==> config.mk <==
export PLATFORM = sky130hd
export DESIGN_NAME = sram_array_ctrl_64x25
export DESIGN_NICKNAME = d
export VERILOG_FILES = /design/src/rtl/sram_array_ctrl_64x25.sv
export SDC_FILE = /design/constraint.sdc
export NUM_CORES = 1
export LEC_CHECK = 0
export ABC_AREA = 1
export BUFFER_PORTS_ARGS = -buffer_cell sky130_fd_sc_hd__buf_4
export CAP_MARGIN = 20
export CORE_MARGIN = 2
export CORE_UTILIZATION = 45
export DETAILED_ROUTE_END_ITERATION = 8
export GPL_ROUTABILITY_DRIVEN = 0
export PLACE_DENSITY = 0.88
export SLEW_MARGIN = 20
export SYNTH_ARGS = -nofsm -noshare
export SYNTH_HDL_FRONTEND = slang
export SYNTH_SLANG_ARGS = --single-unit
==> constraint.sdc <==
create_clock -name i_clock -period 2.5 [get_ports i_clock]
set_input_delay 0 -clock i_clock [delete_from_list [all_inputs] [get_ports i_clock]]
set_output_delay 0 -clock i_clock [all_outputs]
set_load 0.02 [all_outputs]
==> src/rtl/sram_array_ctrl_64x25.sv <==
// Purpose : controller for the R0/W0 ports of a 64x25 1R1W SRAM macro; zero-sweeps
//           the array after reset, then serves client reads/writes over valid/ready.
// Latency : write lands in the macro on the accept edge; read data is returned 1 cycle after accept.
// Backpr. : a 1-entry skid holds a stalled response; reads stall while it is full or a response is pending.
//
// Ports:
//   i_clock, i_reset_n         clock, asynchronous active-low reset
//   o_init_done                1 once the zero sweep has finished
//   i_rreq_* / o_rreq_ready    read request (address) channel
//   o_rresp_* / i_rresp_ready  read response channel
//   i_wreq_* / o_wreq_ready    write request (address + data) channel
//   o_sram_* / i_sram_rdata    macro R0/W0 port signals
module sram_array_ctrl_64x25 #(
    parameter int DEPTH  = 64,
    parameter int WIDTH  = 25,
    parameter int ADDR_W = 6
) (
    input  logic              i_clock,
    input  logic              i_reset_n,
    output logic              o_init_done,
    input  logic              i_rreq_valid,
    output logic              o_rreq_ready,
    input  logic [ADDR_W-1:0] i_rreq_addr,
    output logic              o_rresp_valid,
    input  logic              i_rresp_ready,
    output logic [WIDTH-1:0]  o_rresp_data,
    input  logic              i_wreq_valid,
    output logic              o_wreq_ready,
    input  logic [ADDR_W-1:0] i_wreq_addr,
    input  logic [WIDTH-1:0]  i_wreq_data,
    output logic              o_sram_ren,
    output logic [ADDR_W-1:0] o_sram_raddr,
    input  logic [WIDTH-1:0]  i_sram_rdata,
    output logic              o_sram_wen,
    output logic [ADDR_W-1:0] o_sram_waddr,
    output logic [WIDTH-1:0]  o_sram_wdata,
    output logic              o_sram_wmask
);

    localparam logic ST_INIT = 1'b0;
    localparam logic ST_RUN  = 1'b1;

    logic              r_state;
    logic [ADDR_W-1:0] r_cnt;
    logic              r_init_done;
    logic              r_inflight;
    logic              r_skid_valid;
    logic [WIDTH-1:0]  r_skid_data;
    logic [ADDR_W-1:0] r_raddr_hold;
    logic [ADDR_W-1:0] r_waddr_hold;

    logic w_run;
    logic w_init_wr;
    logic w_collide;
    logic w_wr_fire;
    logic w_rd_fire;

    assign w_run = (r_state == ST_RUN);

    // The state register resets to INIT asynchronously, so the sweep strobe is the
    // only combinational output that must be masked by reset to read 0 at once.
    assign w_init_wr = i_reset_n && (r_state == ST_INIT);

    // Same-address write and read in one cycle: let the write go first and hold
    // the read for a cycle so it observes the freshly written data.
    assign w_collide = i_wreq_valid && i_rreq_valid && (i_wreq_addr == i_rreq_addr);

    assign o_wreq_ready = w_run;
    assign w_wr_fire    = i_wreq_valid && w_run;

    // A pending response that the client is not taking this cycle would need the
    // skid next cycle, so no new read may be launched behind it.
    assign o_rreq_ready = w_run && !r_skid_valid && !(r_inflight && !i_rresp_ready) && !w_collide;
    assign w_rd_fire    = i_rreq_valid && o_rreq_ready;

    assign o_sram_wen   = w_init_wr || w_wr_fire;
    assign o_sram_wmask = o_sram_wen;
    assign o_sram_waddr = w_init_wr ? r_cnt : (w_wr_fire ? i_wreq_addr : r_waddr_hold);
    assign o_sram_wdata = w_wr_fire ? i_wreq_data : '0;

    assign o_sram_ren   = w_rd_fire;
    assign o_sram_raddr = w_rd_fire ? i_rreq_addr : r_raddr_hold;

    // The skid and the in-flight slot are never both occupied, so the skid has priority.
    assign o_rresp_valid = r_inflight || r_skid_valid;
    assign o_rresp_data  = r_skid_valid ? r_skid_data : (r_inflight ? i_sram_rdata : '0);
    assign o_init_done   = r_init_done;

    always_ff @(posedge i_clock or negedge i_reset_n) begin
        if (!i_reset_n) begin
            r_state      <= ST_INIT;
            r_cnt        <= '0;
            r_init_done  <= 1'b0;
            r_inflight   <= 1'b0;
            r_skid_valid <= 1'b0;
            r_skid_data  <= '0;
            r_raddr_hold <= '0;
            r_waddr_hold <= '0;
        end else begin
            r_raddr_hold <= o_sram_raddr;
            r_waddr_hold <= o_sram_waddr;
            r_inflight   <= w_rd_fire;

            if (r_state == ST_INIT) begin
                r_cnt <= r_cnt + ADDR_W'(1);
                if (r_cnt == ADDR_W'(DEPTH - 1)) begin
                    r_state     <= ST_RUN;
                    r_init_done <= 1'b1;
                end
            end

            if (r_skid_valid) begin
                if (i_rresp_ready) begin
                    r_skid_valid <= 1'b0;
                end
            end else if (r_inflight && !i_rresp_ready) begin
                // Capture now: the macro output is only valid this one cycle.
                r_skid_valid <= 1'b1;
                r_skid_data  <= i_sram_rdata;
            end
        end
    end

endmodule

==> flow_metrics.env <==
export IMPL_status="completed"
export IMPL_multi_input_area_sq_um=935
export IMPL_nets=543
export IMPL_drc_errors=0
export IMPL_ys_seq_area_share_pct=47.5
export IMPL_final_max_slew_viol_count=0
export IMPL_placementRows=27
export IMPL_die_area_sq_um=6110
export IMPL_cp_required_ns=2.50
export IMPL_clock_skew_ns=0.0132
export IMPL_ys_seq_elements=47
export IMPL_place_ws_ns=0.927
export IMPL_setup_tns_final_ns=0
export IMPL_clkTransAtPathRegs_ns=0.09
export IMPL_cp_end_kind="output pin"
export IMPL_wl_per_cell_microns=13.4
export IMPL_cts_tree="done"
export IMPL_finalHoldViolCount=0
export IMPL_design_area_sq_um=3850
export IMPL_syn_avg_cell_area_sq_um=7.69
export IMPL_worst_pin_slew_ns=0.904
export IMPL_syn_nets=390
export IMPL_die_x_microns=78.2
export IMPL_setup_viol=0
export IMPL_final_cell_mix="buf_4, inv_1, nand2_1, dfrtp_1, nor2_1"
export IMPL_drive_gt1_share_pct=31.9
export IMPL_clock_path_buffers=2
export IMPL_antenna_diode_count=0
export IMPL_arrival_ns=1.97
export IMPL_ant_nets=0
export IMPL_cts_root_buf="clkbuf_8"
export IMPL_vdd_drop_max_v=0.000267
export IMPL_fmax_mhz=507
export IMPL_critPathMaxFanout=48
export IMPL_criticalPathCategory="input pin to output pin"
export IMPL_finalWorstSetupSlack_ns=0.528
export IMPL_first_pass_iters=4
export IMPL_syn_inst=322
export IMPL_yosysUniqueCellTypes=28
export IMPL_yosysWarnings=0
export IMPL_power_density_nw_per_um2=401
export IMPL_relSlewSlack_pct=39.5
export IMPL_dpl_cell_area_sq_um=3500
export IMPL_htreeDepth=2
export IMPL_fillers=384
export IMPL_dp_hpwl_microns=5040
export IMPL_track_usage_pct=24.5
export IMPL_area_growth_pct=55.4
export IMPL_maxCapViolCount=0
export IMPL_fin_crit_ns=1.97
export IMPL_clock_latency_ns=0.30
export IMPL_io_pins=136
export IMPL_grt_ovfl_total=0
export IMPL_io_buffers=135
export IMPL_grt_max_degree=49
export IMPL_grt_pass1_vias=2638
export IMPL_rsz0062_at_grt="false"
export IMPL_drtIter0Drc=152
export IMPL_synth_cell_area_sq_um=2480
export IMPL_seq_area_sq_um=1180
export IMPL_cts_resized_gates=0
export IMPL_start_util_pct=45.8
export IMPL_power_leakage_nw=2.16
export IMPL_hold_path_class="input pin to flop"
export IMPL_die_h_microns=78.2
export IMPL_drt_vias_per_instance=4.91
export IMPL_cts_buffers=5
export IMPL_num_vias=2691
export IMPL_totalWireLength_microns=7330
export IMPL_antenna_found_initial=0
export IMPL_total_power_mw=1.54
export IMPL_grt_pass1_wl_microns=12000
export IMPL_clock_sink_count=47
export IMPL_core_area_sq_um=5410
export IMPL_fin_crit_sh_pct=78.9
export IMPL_final_common_cell="buf_4"
export IMPL_startpoint_type="input pin"
-- timing repair --
| action | CTS | global route |
|---|---|---|
| hold buffers | 25 | 0 |
| hold endpoints to repair | 71 | 0 |
| setup buffers | 0 | 0 |
-- per-stage QoR --
step	util [%]	hold slack [ns]	std cells
floorplan	-	-0.296	322
global placement	64.8	0.0314	515
detailed placement	64.8	0.0448	515
CTS	71.2	0.00455	548
global route	71.2	0.00972	548
finish	71.2	0.0112	548
-- metal layers --
metal | routed length, microns | GRT usage [%] | share of wire (%)
met5 | 0 | 0 | 0
met4 | 38 | 6.32 | 0.52
met3 | 812 | 8.85 | 11
met1 | 2860 | 30.1 | 39
met2 | 3620 | 41.2 | 49
-- cell usage after synthesis --
master,number,area (sq um)
nor3_4,2,32.5
nand3_1,8,40.0
inv_1,71,267
nand2_2,1,6.26
buf_2,5,25.0
nor2_1,27,101
buf_4,4,30.0
nand4_1,6,37.5
buf_1,1,3.75
nand3b_1,1,7.51
o211ai_1,3,22.5
o22ai_1,25,156
xnor2_1,1,8.76
nor2_2,2,12.5
inv_2,2,7.51
o21ai_0,26,130
xor2_1,4,35.0
o21bai_1,1,7.51
o21ai_1,2,10.0
o221ai_1,2,17.5
nand3_4,1,17.5
clkbuf_8,1,13.8
nand2_1,69,259
dfrtp_1,47,1180
a21oi_1,2,10.0
clkbuf_1,5,18.8
ha_1,1,12.5
nor3_1,2,10.0
-- cell families (layout without fill, tap and decap cells) --
kind of cell,after synthesis,after routing,share of synthesized area [%]
AOI/OAI and AO/OA,61,61,14.3
DFF,47,47,47.5
buffers and inverters,89,243,14.8
and+or+nand+nor,119,119,21.2
xor gates and xnor gates,5,5,1.77
adders and majority gates,1,1,0.505
-- cell type report --
| cell class | count | area share, % |
|---|---|---|
| Inverter | 73 | 7.12 |
| Clock inverter | 1 | 0.228 |
| Multi-Input combinational cell | 186 | 24.3 |
| Tap cell | 72 | 2.34 |
| Timing Repair Buffer | 162 | 33.2 |
| Clock buffer | 7 | 2.24 |
| Sequential cell | 47 | 30.6 |
-- critical path, stage by stage --
cell           delay, ns
dlygate4sd3_1       0.54
buf_4               0.49
nand2_1             0.35
inv_1               0.17
nand2_1             0.07
o211ai_1            0.13
buf_4               0.19
-- report_power, final --
| part | internal, mW | switching, mW |
|---|---|---|
| combinational | 0.133 | 0.117 |
| sequential | 0.796 | 0.0111 |
| clock | 0.227 | 0.260 |
-- state kept, by name, summed over array words and instances, names as in the netlist --
signal	cells
o_init_done	1
o_wreq_ready	1
r_cnt	6
r_inflight	1
r_raddr_hold	6
r_skid_data	25
r_skid_valid	1
r_waddr_hold	6
-- path summary, 6_finish.rpt --
kind	to	slack (ns)	depth (start not counted)	startpoint
max	o_sram_waddr[1]	0.53	7	i_reset_n
min	r_raddr_hold[3]$_DFF_PN0_	0.01	3	i_rreq_addr[3]
max reg2reg	r_skid_data[12]$_DFFE_PN0P_	0.88	2	r_skid_valid$_DFF_PN0_
min reg2reg	r_raddr_hold[3]$_DFF_PN0_	0.49	2	r_raddr_hold[3]$_DFF_PN0_
max in group asynchronous	r_waddr_hold[2]$_DFF_PN0_	1.82	2	i_reset_n
min in group asynchronous	r_skid_data[8]$_DFFE_PN0P_	0.27	2	i_reset_n
Note: power is estimated with default switching activity, not from simulation.
